==> config.mk <==
export PLATFORM = sky130hd
export DESIGN_NAME = instr_sequencer_flat
export DESIGN_NICKNAME = d
export VERILOG_FILES = /design/src/rtl/instr_sequencer_if.sv /design/src/rtl/instr_sequencer.sv /design/src/flat_wrapper.sv
export SDC_FILE = /design/constraint.sdc
export NUM_CORES = 1
export LEC_CHECK = 0
export ABC_AREA = 1
export CORE_UTILIZATION = 44
export DETAILED_ROUTE_END_ITERATION = 10
export GPL_TIMING_DRIVEN = 0
export MAX_ROUTING_LAYER = met4
export PLACE_DENSITY_LB_ADDON = 0.1
export SYNTH_ARGS = -nofsm -noshare
export SYNTH_HDL_FRONTEND = slang
export SYNTH_SLANG_ARGS = --single-unit
==> constraint.sdc <==
create_clock -name clk -period 1.7 [get_ports clk]
set_input_delay 0.34 -clock clk [delete_from_list [all_inputs] [get_ports clk]]
set_output_delay 0.34 -clock clk [all_outputs]
set_load 0.05 [all_outputs]
==> src/rtl/instr_sequencer_if.sv <==
// Memory bus between the instruction sequencer and main memory.
// Word-addressed request/acknowledge handshake: the master holds req/we/addr/wdata
// stable until it samples ack; read data is valid in the same cycle as ack.
interface instr_sequencer_if #(
  parameter int ADDR_W = 12,
  parameter int DATA_W = 16
);
  logic              mem_req;
  logic              mem_we;
  logic [ADDR_W-1:0] mem_addr;
  logic [DATA_W-1:0] mem_wdata;
  logic              mem_ack;
  logic [DATA_W-1:0] mem_rdata;

  modport master (
    output mem_req, mem_we, mem_addr, mem_wdata,
    input  mem_ack, mem_rdata
  );

  modport slave (
    input  mem_req, mem_we, mem_addr, mem_wdata,
    output mem_ack, mem_rdata
  );
endinterface

==> src/rtl/instr_sequencer.sv <==
// Fetch/decode/execute sequencer for the 16-bit accumulator computer.
// Owns PC, IR, MBR and AC, talks to memory through instr_sequencer_if and
// drives the external combinational ALU, capturing its result into AC.
// Optional feature macro: SEQ_INDIRECT_EN enables AddI/JumpI/LoadI and the
// READ2 state; without it opcodes B, C, D are treated as illegal.
module instr_sequencer #(
  parameter int ADDR_W = 12,
  parameter int DATA_W = 16
) (
  input  logic              clk,
  input  logic              reset,
  instr_sequencer_if.master mem,
  output logic [3:0]        alu_op,
  output logic [DATA_W-1:0] alu_a,
  output logic [DATA_W-1:0] alu_b,
  input  logic [DATA_W-1:0] alu_result,
  output logic [ADDR_W-1:0] pc,
  output logic [DATA_W-1:0] ac,
  output logic [DATA_W-1:0] ir,
  output logic              instr_done,
  output logic              halted,
  output logic              illegal
);

  localparam logic [3:0] OP_LOAD  = 4'h1;
  localparam logic [3:0] OP_STORE = 4'h2;
  localparam logic [3:0] OP_ADD   = 4'h3;
  localparam logic [3:0] OP_SUBT  = 4'h4;
  localparam logic [3:0] OP_HALT  = 4'h7;
  localparam logic [3:0] OP_SKIP  = 4'h8;
  localparam logic [3:0] OP_JUMP  = 4'h9;
  localparam logic [3:0] OP_CLEAR = 4'hA;
  localparam logic [3:0] OP_ADDI  = 4'hB;
  localparam logic [3:0] OP_JUMPI = 4'hC;
  localparam logic [3:0] OP_LOADI = 4'hD;

  localparam logic [3:0]        ALU_ADD = 4'b0000;
  localparam logic [3:0]        ALU_SUB = 4'b0001;
  localparam logic [ADDR_W-1:0] PC_ONE  = ADDR_W'(1);

  typedef enum logic [2:0] {
    BOOT,
    FETCH,
    DECODE,
    READ,
`ifdef SEQ_INDIRECT_EN
    READ2,
`endif
    EXEC,
    WRITE,
    HALT
  } state_t;

  state_t            state, state_next;
  logic [DATA_W-1:0] mbr;
  logic [3:0]        opcode;
  logic [ADDR_W-1:0] ir_addr;
  logic              retire;
  logic              bad_op;
  logic              skip_take;
  logic              req;
  logic              we;
  logic [ADDR_W-1:0] addr;

  assign opcode  = ir[DATA_W-1 -: 4];
  assign ir_addr = ir[ADDR_W-1:0];

  assign alu_a  = ac;
  assign alu_b  = mbr;
  assign alu_op = (state == EXEC && opcode == OP_SUBT) ? ALU_SUB : ALU_ADD;

  assign mem.mem_req   = req;
  assign mem.mem_we    = we;
  assign mem.mem_addr  = addr;
  assign mem.mem_wdata = ac;

  // Skipcond condition: IR[11:10] picks AC<0, AC==0, AC>0 (signed) or never.
  always_comb begin
    skip_take = 1'b0;
    unique case (ir[11:10])
      2'b00:   skip_take = ac[DATA_W-1];
      2'b01:   skip_take = (ac == '0);
      2'b10:   skip_take = !ac[DATA_W-1] && (ac != '0);
      default: skip_take = 1'b0;
    endcase
  end

  // State register; a synchronous reset abandons any pending request.
  always_ff @(posedge clk) begin
    if (reset) state <= BOOT;
    else       state <= state_next;
  end

  // Next state, bus request and retire strobe, all decoded from the current state.
  always_comb begin
    // NOTE: every output of this block gets a default first so no path can leave one unassigned and infer a latch.
    state_next = state;
    retire     = 1'b0;
    bad_op     = 1'b0;
    req        = 1'b0;
    we         = 1'b0;
    addr       = pc;
    unique case (state)
      BOOT: state_next = FETCH;
      FETCH: begin
        req = 1'b1;
        if (mem.mem_ack) state_next = DECODE;
      end
      DECODE: begin
        unique case (opcode)
          OP_JUMP, OP_CLEAR, OP_SKIP: begin
            retire     = 1'b1;
            state_next = FETCH;
          end
          OP_HALT: begin
            retire     = 1'b1;
            state_next = HALT;
          end
          OP_STORE:                 state_next = WRITE;
          OP_LOAD, OP_ADD, OP_SUBT: state_next = READ;
`ifdef SEQ_INDIRECT_EN
          OP_ADDI, OP_JUMPI, OP_LOADI: state_next = READ;
`endif
          default: begin
            bad_op     = 1'b1;
            state_next = HALT;
          end
        endcase
      end
      READ: begin
        req  = 1'b1;
        addr = ir_addr;
        if (mem.mem_ack) begin
          if (opcode == OP_JUMPI) begin
            retire     = 1'b1;
            state_next = FETCH;
          end
`ifdef SEQ_INDIRECT_EN
          else if (opcode == OP_ADDI || opcode == OP_LOADI) begin
            state_next = READ2;
          end
`endif
          else begin
            state_next = EXEC;
          end
        end
      end
`ifdef SEQ_INDIRECT_EN
      READ2: begin
        req  = 1'b1;
        addr = mbr[ADDR_W-1:0];
        if (mem.mem_ack) state_next = EXEC;
      end
`endif
      EXEC: begin
        retire     = 1'b1;
        state_next = FETCH;
      end
      WRITE: begin
        req  = 1'b1;
        we   = 1'b1;
        addr = ir_addr;
        if (mem.mem_ack) begin
          retire     = 1'b1;
          state_next = FETCH;
        end
      end
      HALT:    state_next = HALT;
      default: state_next = BOOT;
    endcase
  end

  // Architectural registers and status flags; updated only on accepted transfers or in decode/execute.
  always_ff @(posedge clk) begin
    // NOTE: sequential state uses non-blocking assignments so every register samples pre-edge values.
    if (reset) begin
      pc         <= '0;
      ir         <= '0;
      mbr        <= '0;
      ac         <= '0;
      halted     <= 1'b0;
      illegal    <= 1'b0;
      instr_done <= 1'b0;
    end else begin
      instr_done <= retire;
      unique case (state)
        FETCH: begin
          if (mem.mem_ack) begin
            ir <= mem.mem_rdata;
            pc <= pc + PC_ONE;
          end
        end
        DECODE: begin
          if (bad_op) begin
            halted  <= 1'b1;
            illegal <= 1'b1;
          end else if (opcode == OP_HALT) begin
            halted <= 1'b1;
          end else if (opcode == OP_JUMP) begin
            pc <= ir_addr;
          end else if (opcode == OP_CLEAR) begin
            ac <= '0;
          end else if (opcode == OP_SKIP && skip_take) begin
            pc <= pc + PC_ONE;
          end
        end
        READ: begin
          if (mem.mem_ack) begin
            mbr <= mem.mem_rdata;
            if (opcode == OP_JUMPI) pc <= mem.mem_rdata[ADDR_W-1:0];
          end
        end
`ifdef SEQ_INDIRECT_EN
        READ2: begin
          if (mem.mem_ack) mbr <= mem.mem_rdata;
        end
`endif
        EXEC: begin
          if (opcode == OP_LOAD || opcode == OP_LOADI) ac <= mbr;
          else                                         ac <= alu_result;
        end
        default: ;
      endcase
    end
  end

endmodule

==> src/flat_wrapper.sv <==
// flat-port wrapper written by rule: the top's interface ports become plain ports
module instr_sequencer_flat 
#(
  parameter int ADDR_W = 12,
  parameter int DATA_W = 16
)
  (clk, reset, alu_op, alu_a, alu_b, alu_result, pc, ac, ir, instr_done, halted, illegal, mem_mem_req, mem_mem_we, mem_mem_addr, mem_mem_wdata, mem_mem_ack, mem_mem_rdata);
  instr_sequencer_if #(.ADDR_W(ADDR_W), .DATA_W(DATA_W)) mem_i ();
  input  logic clk;
  input  logic reset;
  output logic [3:0] alu_op;
  output logic [DATA_W-1:0] alu_a;
  output logic [DATA_W-1:0] alu_b;
  input  logic [DATA_W-1:0] alu_result;
  output logic [ADDR_W-1:0] pc;
  output logic [DATA_W-1:0] ac;
  output logic [DATA_W-1:0] ir;
  output logic instr_done;
  output logic halted;
  output logic illegal;
  output wire logic [$bits(mem_i.mem_req)-1:0] mem_mem_req;
  output wire logic [$bits(mem_i.mem_we)-1:0] mem_mem_we;
  output wire logic [$bits(mem_i.mem_addr)-1:0] mem_mem_addr;
  output wire logic [$bits(mem_i.mem_wdata)-1:0] mem_mem_wdata;
  input wire logic [$bits(mem_i.mem_ack)-1:0] mem_mem_ack;
  input wire logic [$bits(mem_i.mem_rdata)-1:0] mem_mem_rdata;
  assign mem_mem_req = mem_i.mem_req;
  assign mem_mem_we = mem_i.mem_we;
  assign mem_mem_addr = mem_i.mem_addr;
  assign mem_mem_wdata = mem_i.mem_wdata;
  assign mem_i.mem_ack = mem_mem_ack;
  assign mem_i.mem_rdata = mem_mem_rdata;
  instr_sequencer #(.ADDR_W(ADDR_W), .DATA_W(DATA_W)) u_core (.clk(clk), .reset(reset), .mem(mem_i), .alu_op(alu_op), .alu_a(alu_a), .alu_b(alu_b), .alu_result(alu_result), .pc(pc), .ac(ac), .ir(ir), .instr_done(instr_done), .halted(halted), .illegal(illegal));
endmodule
Yosys cells after proc, flatten, opt, wreduce, memory -nomap -nowiden
Cells that the tools add are included.

Add/sub/neg operators: 1. Equality and inequality tests: 28. Mux-type cells: 35. Reductions and logical operators: 26.

Operators by type and width (number): 12-bit 2-to-1 mux (9); 16-bit 2-to-1 mux (5); 12-bit case mux with 3 select lines (1); 16-bit case mux with 2 select lines (1); 4-bit == test (second input constant) (5); 3-bit case mux with 6 select lines (1); 16-bit zero test (1); 16-bit nonzero test (1); 12-bit by 1-bit adder with 12-bit output (second input constant) (1); 3-bit 2-to-1 mux (4); 2-bit != test (second input constant) (6); 1-bit 2-to-1 mux (11); 3-bit == test (second input constant) (3); 3-bit case mux with 3 select lines (1); 3-bit OR reduction (3); 4-bit by 2-bit == test with 1-bit output (second input constant) (2); 4-bit by 3-bit == test with 1-bit output (second input constant) (2); 2-bit AND reduction (4); 8-bit AND reduction (1); 8-bit OR reduction (1); 3-bit by 2-bit == test with 1-bit output (second input constant) (2); 5-bit AND reduction (1); 4-bit by 1-bit == test with 1-bit output (second input constant) (1); 2-bit by 1-bit != test with 1-bit output (second input constant) (2); 17 further kinds (21).

Input bits: 35. Register bits: 66. Logic and storage cells: 98. Output and inout port bits: 113.

Depth between registers and ports, before layout
Gate-level depths: netlist of run 1.

Word-level depth: 10. Gate-level depth with buffers: 12. Mapped depth without buffers: 12.

Worst setup path after synthesis of run 1
OpenSTA, ideal clock, no wires.

Kind: flip-flop to output port. Start: reg u_core.state[1]. End: out mem_mem_addr[0]. Stages on the path, launching flop included: 7. Data required time: 1360 ps. Buffers on the path: 1. Slack: -1438 ps. Data arrival time: 2798 ps. Path through: dfxtp_1 -> inv_1 -> nand2_1 -> nor2_1 -> nor2_4 -> buf_2 -> o21ai_0.

Word-level cells in the longest chain between the ends: 3.

Ends and longest elaborated chain: from (decl) (RTL line instr_sequencer.sv:54) `state_t state, state_next;`; from (signal assigned) (RTL line instr_sequencer.sv:91) `else state <= state_next;`; 3-bit == test or 3-bit by 2-bit == test with 1-bit output (tied branches) (RTL line instr_sequencer.sv:103) `unique case (state)`; 2-bit OR reduction (no line) *; 12-bit 2-to-1 mux * (RTL line instr_sequencer.sv:103); to (decl) (RTL line flat_wrapper.sv:23) `output wire logic [$bits(mem_i.mem_addr)-1:0] mem_mem_addr;`.

Mark *: on every way between the ends. The rest lies on a longest branch, timed or not.

Worst setup path after layout of run 1
Start: reg u_core.state[0]. End: out mem_mem_addr[7].

The elaborated chain is that of the path after synthesis.

==> results.sh, run 1 <==
export IMPL_netlist_area_leader_share_pct=34.99
export IMPL_grt_pass1_vias=4103
export IMPL_drv_slew=0
export IMPL_final_cell_area_sq_um=6314
export IMPL_final_cells=877
export IMPL_die_w_um=94.64
export IMPL_crit_path_max_fanout=6
export IMPL_setup_viol=26
export IMPL_cts_tree="done"
export IMPL_power_leakage_nw=2.948
export IMPL_comb_power_share_pct=65.1
export IMPL_final_common_cell="nand2_1"
export IMPL_switchingPower_mw=5.974
export IMPL_drt_iter0_markers=536
export IMPL_peakVddDrop_mv=1.279
export IMPL_hold_depth=2
export IMPL_arrival_ns=1.85
export IMPL_crit_path_start_kind="register"
export IMPL_gp_congestion=0.9139
export IMPL_postRouteAntennaNets=0
export IMPL_clockBufferDepth=2
export IMPL_io_pins=148
export IMPL_wl_per_cell_um=16.20
export IMPL_core_area_sq_um=8258
export IMPL_nets=803
export IMPL_antenna_found_initial=0
export IMPL_drive_above_1_share_pct=31.61
export IMPL_yosys_top_cells_area="dfxtp_1 35%, nand2_1 12%, a21oi_1 7.2%"
export IMPL_routed_via_density=5.458
export IMPL_start_util_pct=45.73
export IMPL_track_usage_pct=29.42
export IMPL_root_buffer="clkbuf_8"
export IMPL_most_common_layout_cells="110 x nand2_1, 66 x buf_4, 59 x dlygate4sd2_1"
export IMPL_fin_crit_sh_pct=128.7
export IMPL_yosysSeqAreaShare_pct=34.99
export IMPL_netlist_area_sq_um=3776
export IMPL_required_ns=1.36
export IMPL_grt_max_degree=13
export IMPL_timing_final_crit_period_ns=2.188
export IMPL_detail_route_first_pass_iterations=6
export IMPL_numCtsBuffers=9
export IMPL_avgSynthCellArea_sq_um=6.672
export IMPL_drc=0
export IMPL_rsz0062_at_grt="true"
export IMPL_seq_power_share_pct=21.4
export IMPL_ys_ff_latch=66
export IMPL_max_freq_mhz=457.1
export IMPL_htree_levels=3
export IMPL_nFillCells=615
export IMPL_maxCapViolCount=0
export IMPL_postSynthCellCount=566
export IMPL_synth_top_area_cell="dfxtp_1"
export IMPL_setup_tns_final_ns=-6.886
export IMPL_tightestPinTransition_ns=0.6423
export IMPL_internal_power_mw=5.417
export IMPL_grt_pass1_wl_mm=19.61
export IMPL_yosys_warnings=0
export IMPL_violations="negative setup slack"
export IMPL_wirelength_mm=14.21
export IMPL_io_buffers=143
export IMPL_relSlewSlack_pct=57.18
export IMPL_finalHoldViolCount=0
export IMPL_clock_sinks=66
export IMPL_die_area_sq_um=8957
export IMPL_grt_overflow=0
export IMPL_postPlaceCellArea_sq_um=5553
export IMPL_clock_skew_ns=0.007761
export IMPL_swShare_pct=52.45
export IMPL_crit_type="reg2out"
export IMPL_insertion_delay_ns=0.36
export IMPL_dp_cells=816
export IMPL_row_count=33
export IMPL_hold_buffers=0
export IMPL_p_per_area_nw_per_um2=1804
export IMPL_clock_power_share_pct=13.5
export IMPL_clk_pin_slew_worst_paths_ns=0.08
export IMPL_outcome="finished with violations"
export IMPL_reg2reg_depth=12
export IMPL_worst_slack_ns=-0.4879
export IMPL_diodes=0
export IMPL_crit_path_end_kind="output port"
export IMPL_die_h_um=94.64
export IMPL_place_ws_ns=-1.083
export IMPL_hp_class="in2reg"
export IMPL_dpl_hpwl_mm=9.642
export IMPL_ys_types=31
export IMPL_areaGrowthSynthToFinish_pct=67.20
export IMPL_via_count=4787
[stage by stage]
step / hold slack (ns) / util [%] / total power, mW
2_1_floorplan: 0.4749 / - / 6.890
3_3_place_gp: 0.4410 / 67.24 / 8.611
3_5_place_dp: 0.4585 / 67.24 / 8.729
4_1_cts: 0.3989 / 73.20 / 10.48
5_1_grt: 0.4119 / 76.45 / 11.85
6_report: 0.3966 / 76.45 / 11.39
[sequential cells by signal, indices dropped and copies added, names as in the netlist]
signal	cells
u_core.ac	16
u_core.alu_b	16
u_core.halted	1
u_core.illegal	1
u_core.instr_done	1
u_core.ir	16
u_core.pc	12
u_core.state	3
[logic make-up after synthesis]
family	after synthesis	share of synthesized area [%]
and+or+nand+nor	238	26.87
AOI/OAI and AO/OA	134	20.28
buffers and inverters	122	16.50
DFF	66	34.99
xor gates and xnor gates	4	0.9279
adders and majority gates	1	0.3313
other	1	0.09931
[power groups by stage]
| stage | combinational, mW | clock (mW) | sequential, mW |
|---|---|---|---|
| finish | 7.41 | 1.54 | 2.44 |
| global route | 7.76 | 1.60 | 2.48 |
| CTS | 6.58 | 1.52 | 2.38 |
| detailed placement | 6.30 | 0 | 2.43 |
| global placement | 6.19 | 0 | 2.42 |
| floorplan | 3.37 | 0 | 3.52 |
[critical path, cell delays in order (launching register included)]
cell        delay, ns
dfxtp_4          0.36
inv_4            0.06
nor2_4           0.04
nand2_4          0.07
inv_4            0.04
buf_12           0.11
nor2_4           0.20
clkinvlp_4       0.16
buf_6            0.16
o21ai_4          0.12
buf_6            0.17
[what timing repair did]
action	4_1_cts	5_1_grt
endpoints found under the setup margin	134	71
cloned	1	3
pin swaps	4	15
resized for setup	280	84
setup buffers	28	15
[metal layers]
layer  track usage [%]  share of wire (%)
met5                 -                  0
met3             6.361                8.6
met4             9.975                4.3
met2             48.62                 47
met1             35.33                 40
[cells in the mapped netlist]
master	instances
nand2_1	124
nor2_1	67
dfxtp_1	66
inv_1	61
a21oi_1	54
o21ai_0	39
buf_4	36
nand3_1	23
o211ai_1	18
a211oi_1	12
clkbuf_1	11
buf_2	6
nand2_2	6
nand4_1	6
inv_2	5
o22ai_1	5
nor2_4	4
buf_6	3
nor2_2	3
xor2_1	3
nand2_4	2
nand3b_1	2
o21bai_1	2
a21o_1	1
a21oi_2	1
conb_1	1
ha_1	1
nor4_1	1
o21ai_1	1
o31ai_1	1
xnor2_1	1
[final timing paths]
path / start / end / slack, ns
setup / recovery: u_core.state[0] / mem_mem_addr[7] / -0.49
hold / removal: reset / u_core.alu_b[1] / 0.40
setup reg to reg: u_core.state[0] / u_core.pc[1] / -0.19
hold reg to reg: u_core.illegal / u_core.illegal / 0.46
[layout make-up]
type                       instances  area, sq um  area share (%)
multi-input combinational        382         2206           34.94
clock inverter                     6        87.58           1.387
buffer                            55        396.6           6.282
tap                              105        131.4           2.081
inverter                          66        266.5           4.221
sequential                        66         1356           21.48
clock buffer                      10        137.6           2.180
timing repair buffer             187         1732           27.43
Power figures use the tool's default switching activity.
==> run 2: changes to the inputs <==
--- a/config.mk
+++ b/config.mk
@@ -6,11 +6,13 @@
 export NUM_CORES = 1
 export LEC_CHECK = 0
 export ABC_AREA = 1
+export CAP_MARGIN = 30
 export CORE_UTILIZATION = 44
 export DETAILED_ROUTE_END_ITERATION = 10
 export GPL_TIMING_DRIVEN = 0
 export MAX_ROUTING_LAYER = met4
 export PLACE_DENSITY_LB_ADDON = 0.1
+export REMOVE_ABC_BUFFERS = 1
 export SYNTH_ARGS = -nofsm -noshare
 export SYNTH_HDL_FRONTEND = slang
 export SYNTH_SLANG_ARGS = --single-unit
==> results.sh, run 2 (synthesis results as in run 1) <==
export IMPL_outcome="finished with violations"
export IMPL_hp_class="reg2reg"
export IMPL_start_util_pct=45.73
export IMPL_core_area_sq_um=8258
export IMPL_wl_per_cell_um=15.36
export IMPL_required_ns=1.36
export IMPL_max_freq_mhz=478.5
export IMPL_worst_slack_ns=-0.3899
export IMPL_clockBufferDepth=2
export IMPL_clock_sinks=66
export IMPL_areaGrowthSynthToFinish_pct=54.64
export IMPL_io_buffers=144
export IMPL_final_common_cell="nand2_1"
export IMPL_most_common_layout_cells="110 x nand2_1, 82 x dlygate4sd2_1, 55 x nor2_1, 55 x dfxtp_1, 52 x inv_1"
export IMPL_reg2reg_depth=14
export IMPL_setup_viol=25
export IMPL_row_count=33
export IMPL_drt_iter0_markers=311
export IMPL_grt_pass1_wl_mm=18.82
export IMPL_io_pins=148
export IMPL_grt_max_degree=34
export IMPL_fin_crit_sh_pct=122.9
export IMPL_clk_pin_slew_worst_paths_ns=0.07
export IMPL_track_usage_pct=27.75
export IMPL_detail_route_first_pass_iterations=5
export IMPL_crit_path_end_kind="output port"
export IMPL_reg2reg_to="u_core.pc[0]"
export IMPL_crit_start="u_core.state[0]"
export IMPL_finalHoldViolCount=0
export IMPL_crit_path_start_kind="register"
export IMPL_antenna_found_initial=0
export IMPL_r2r_slack_ns=-0.12
export IMPL_gp_congestion=0.8821
export IMPL_arrival_ns=1.75
export IMPL_drive_above_1_share_pct=23.46
export IMPL_postRouteAntennaNets=0
export IMPL_nets=744
export IMPL_timing_final_crit_period_ns=2.090
export IMPL_dpl_hpwl_mm=8.084
export IMPL_clock_skew_ns=0.009943
export IMPL_via_count=4323
export IMPL_nFillCells=714
export IMPL_relSlewSlack_pct=62.98
export IMPL_cts_tree="done"
export IMPL_diodes=0
export IMPL_power_leakage_nw=2.718
export IMPL_rsz0062_at_grt="true"
export IMPL_postPlaceCellArea_sq_um=5009
export IMPL_dp_cells=762
export IMPL_r2r_start="u_core.state[0]"
export IMPL_endpoint="mem_mem_addr[4]"
export IMPL_die_h_um=94.64
export IMPL_numCtsBuffers=9
export IMPL_tightestPinTransition_ns=0.5553
export IMPL_power_mw=10.61
export IMPL_routed_via_density=5.291
export IMPL_violations="negative setup slack"
export IMPL_die_area_sq_um=8957
export IMPL_final_cells=817
export IMPL_grt_pass1_vias=3872
export IMPL_drc=0
export IMPL_die_w_um=94.64
export IMPL_hold_buffers=0
export IMPL_wirelength_mm=12.55
export IMPL_crit_type="reg2out"
export IMPL_final_cell_area_sq_um=5839
export IMPL_maxCapViolCount=0
export IMPL_insertion_delay_ns=0.34
export IMPL_peakVddDrop_mv=0.7834
export IMPL_p_per_area_nw_per_um2=1817
export IMPL_drv_slew=0
export IMPL_htree_levels=3
export IMPL_grt_overflow=0
export IMPL_root_buffer="clkbuf_8"
export IMPL_crit_path_max_fanout=5
## run 2: changes by cell type in the layout (fill, tap and decap cells not counted), moves of 5 or more
cell | before | now
o21ai_2 | 1 | 9
buf_6 | 31 | 18
clkinvlp_4 | 2 | 8
clkbuf_2 | 17 | 3
buf_4 | 66 | 24
dfxtp_1 | 50 | 55
dlygate4sd2_1 | 59 | 82
clkdlybuf4s15_2 | 20 | 5
o21ai_4 | 12 | 2
clkbuf_1 | 7 | 0
## run 2: what timing repair did
| action | 4_1_cts | 5_1_grt |
|---|---|---|
| endpoints found under the setup margin | 174 | 69 |
| pin swaps | 6 | 14 |
| cloned | 2 | 3 |
| resized for setup | 283 | 74 |
| buffers inserted | 17 | 19 |
## run 2: stage by stage
step | worst slack [ns] | hold WS, ns | utilization (%) | setup TNS [ns]
finish | -0.3899 | 0.4507 | 70.71 | -5.119
global route | -0.4794 | 0.4816 | 70.71 | -7.737
CTS | -0.3569 | 0.4492 | 66.05 | -8.638
detailed placement | -1.221 | 0.4436 | 60.65 | -45.51
global placement | -1.364 | 0.4422 | 60.32 | -66.73
floorplan | -1.346 | 0.4091 | - | -28.39
## run 2: layout make-up
| type | count | area, sq um | area share [%] |
|---|---|---|---|
| Timing Repair Buffer | 181 | 1768 | 30.28 |
| Clock inverter | 5 | 55.05 | 0.9428 |
| Timing Repair inverter | 2 | 15.01 | 0.2571 |
| Multi-Input combinational cell | 382 | 2107 | 36.08 |
| Clock buffer | 10 | 137.6 | 2.357 |
| Tap cell | 105 | 131.4 | 2.250 |
| Inverter | 66 | 277.8 | 4.757 |
| Sequential cell | 66 | 1348 | 23.08 |
## run 2: critical path, stage by stage (launching register included)
cell and delay [ns]:
dfxtp_4 0.35, inv_4 0.06, nor2_4 0.05, nand2_4 0.07, clkinvlp_4 0.15, buf_4 0.17
nor2_4 0.20, buf_4 0.16, o21ai_2 0.06, buf_6 0.15
## run 2: per-layer routing
| layer | track usage (%) | vias to the layer above | wire length (um) |
|---|---|---|---|
| met5 | - | - | 0 |
| met1 | 35.65 | 1963 | 5448 |
| met4 | 10.23 | 0 | 230 |
| met2 | 43.47 | 236 | 5917 |
| met3 | 4.911 | 29 | 954 |
| li1 | - | 2095 | - |
## run 2: worst min-delay path by stage
stage                        start  slack, ns              to  cells past startpoint
floorplan                    reset       0.41    u_core.ac[0]                      1
detailed placement  u_core.illegal       0.44  u_core.illegal                      2
global route        u_core.illegal       0.48  u_core.illegal                      2
finish              u_core.illegal       0.45  u_core.illegal                      2
CTS                 u_core.illegal       0.45  u_core.illegal                      2
global placement    u_core.illegal       0.44  u_core.illegal                      2
## run 2: where the power goes
group,switching (mW),internal [mW]
Clock,0.624,0.704
Sequential,0.458,1.96
Combinational,4.54,2.33
Total,5.62,4.99
==> run 3: changes to the inputs <==
--- a/config.mk
+++ b/config.mk
@@ -8,6 +8,7 @@
 export ABC_AREA = 1
 export CAP_MARGIN = 30
 export CORE_UTILIZATION = 44
+export CTS_BUF_LIST = sky130_fd_sc_hd__clkbuf_16
 export DETAILED_ROUTE_END_ITERATION = 10
 export GPL_TIMING_DRIVEN = 0
 export MAX_ROUTING_LAYER = met4
==> results.sh, run 3 (synthesis results as in run 1) <==
export IMPL_most_common_layout_cells="105 x nand2_1, 91 x dlygate4sd2_1, 55 x nor2_1"
export IMPL_seq_power_share_pct=22.2
export IMPL_grt_max_degree=34
export IMPL_required_ns=1.36
export IMPL_final_util_pct=70.48
export IMPL_die_w_um=94.64
export IMPL_drt_iter0_markers=256
export IMPL_power_mw=11.00
export IMPL_nFillCells=723
export IMPL_postPlaceCellArea_sq_um=5009
export IMPL_postRouteAntennaNets=0
export IMPL_clock_power_share_pct=16.4
export IMPL_numCtsBuffers=9
export IMPL_place_ws_ns=-1.221
export IMPL_timing_final_crit_period_ns=2.056
export IMPL_regArea_sq_um=1349
export IMPL_hp_class="reg2reg"
export IMPL_relSlewSlack_pct=46.61
export IMPL_comb_power_share_pct=61.4
export IMPL_dp_cells=762
export IMPL_maxCapViolCount=0
export IMPL_p_per_area_nw_per_um2=1889
export IMPL_internal_power_mw=5.333
export IMPL_tightestPinTransition_ns=0.8000
export IMPL_max_freq_mhz=486.3
export IMPL_final_common_cell="nand2_1"
export IMPL_clk_pin_slew_worst_paths_ns=0.06
export IMPL_die_h_um=94.64
export IMPL_multi_input_comb_area_sq_um=2112
export IMPL_core_area_sq_um=8258
export IMPL_clock_skew_ns=0.007240
export IMPL_nets=736
export IMPL_crit_type="reg2out"
export IMPL_drive_above_1_share_pct=21.73
export IMPL_crit_path_end_kind="output port"
export IMPL_areaGrowthSynthToFinish_pct=54.14
export IMPL_track_usage_pct=26.63
export IMPL_swShare_pct=51.50
export IMPL_dpl_hpwl_mm=8.084
export IMPL_switchingPower_mw=5.662
export IMPL_clock_sinks=66
export IMPL_final_cell_area_sq_um=5821
export IMPL_start_util_pct=45.73
export IMPL_grt_pass1_vias=3754
export IMPL_setup_viol=38
export IMPL_root_buffer="clkbuf_16"
export IMPL_via_count=4277
export IMPL_power_leakage_nw=2.735
export IMPL_antenna_found_initial=0
export IMPL_fin_crit_sh_pct=121.0
export IMPL_clockBufferDepth=2
export IMPL_io_pins=148
export IMPL_rsz0062_at_grt="true"
export IMPL_gp_congestion=0.8821
export IMPL_routed_via_density=5.287
export IMPL_final_cells=809
export IMPL_io_buffers=144
export IMPL_die_area_sq_um=8957
export IMPL_htree_levels=3
export IMPL_drc=0
export IMPL_grt_overflow=0
export IMPL_cp_slowest_cell="dfxtp_4"
export IMPL_crit_path_max_fanout=7
export IMPL_row_count=33
export IMPL_insertion_delay_ns=0.32
export IMPL_crit_family="buffers and inverters"
export IMPL_grt_pass1_wl_mm=18.27
export IMPL_outcome="finished with violations"
export IMPL_wl_per_cell_um=15.23
export IMPL_arrival_ns=1.72
export IMPL_finalHoldViolCount=0
export IMPL_cts_tree="done"
export IMPL_worst_slack_ns=-0.3563
export IMPL_crit_path_start_kind="register"
export IMPL_diodes=0
export IMPL_peakVddDrop_mv=0.7510
export IMPL_max_stage_delay_ns=0.35
export IMPL_detail_route_first_pass_iterations=6
export IMPL_cpMostUsedCell="nor2_4"
export IMPL_drv_slew=0
export IMPL_cp_num_buf_inv=5
export IMPL_wirelength_mm=12.32
export IMPL_worstPathCellList="inv_4 -> nor2_4 -> nand2_4 -> clkinvlp_4 -> nor2_4 -> buf_12 -> buf_8 -> nand2_2 -> o21ai_2 -> buf_6"
export IMPL_violations="negative setup slack"
==> run 3: changes by cell type in the layout (fill, tap and decap cells not counted), moves of 4 or more <==
cell | before | now
nand2_1 | 110 | 105
dlygate4sd2_1 | 82 | 91
buf_6 | 18 | 12
clkbuf_16 | 1 | 10
clkdlybuf4s15_2 | 5 | 1
clkbuf_8 | 10 | 0
==> run 3: power by group through the flow <==
stage	Sequential [mW]	Clock (mW)	Combinational, mW
floorplan	3.74	0	2.53
global placement	2.38	0	5.63
detailed placement	2.38	0	5.66
CTS	2.35	1.81	5.78
global route	2.50	1.89	7.21
finish	2.45	1.80	6.75
==> run 3: final timing paths <==
path	start	end	slack, ns	depth (start not counted)
max	u_core.state[0]	mem_mem_addr[1]	-0.36	10
min	u_core.illegal	u_core.illegal	0.45	2
max reg2reg	u_core.state[1]	u_core.ac[14]	-0.15	6
min reg2reg	u_core.illegal	u_core.illegal	0.45	2
==> run 3: final cells by class <==
cell class              instances  share of cell area, %
well taps                     105                  2.257
repair inverters                2                 0.2580
repair buffers                173                  28.42
clock inverters                 6                  1.010
multi-input cells             382                  36.29
inverters                      66                  4.729
flip-flops and latches         66                  23.17
clock buffers                   9                  3.869
==> run 3: tightest hold or removal path: stages, from the launching register on <==
cell and delay, ns:
dfxtp_1 0.30, inv_1 0.04, a21oi_1 0.05
==> run 3: what timing repair did <==
item                       CTS  global route
gates cloned                 1             4
setup endpoints to repair  174            66
pin swaps                    3            21
hold buffers                 0             0
buffers inserted            12            16
resized for setup          239            97
==> run 3: routing by layer <==
layer | vias up | GRT usage, % | share of wire, %
met3 | 20 | 4.267 | 8.1
li1 | 2081 | - | -
met1 | 1947 | 35.53 | 43
met5 | - | - | 0
met2 | 229 | 40.95 | 47
met4 | 0 | 8.712 | 1.6
==> run 3: through the flow <==
| stage | setup TNS (ns) | hold WS, ns |
|---|---|---|
| after global placement | -66.73 | 0.4422 |
| after detailed placement | -45.51 | 0.4436 |
| after CTS | -8.579 | 0.4465 |
| after global routing | -9.788 | 0.4790 |
| after floorplan | -28.39 | 0.4091 |
| final | -5.975 | 0.4460 |
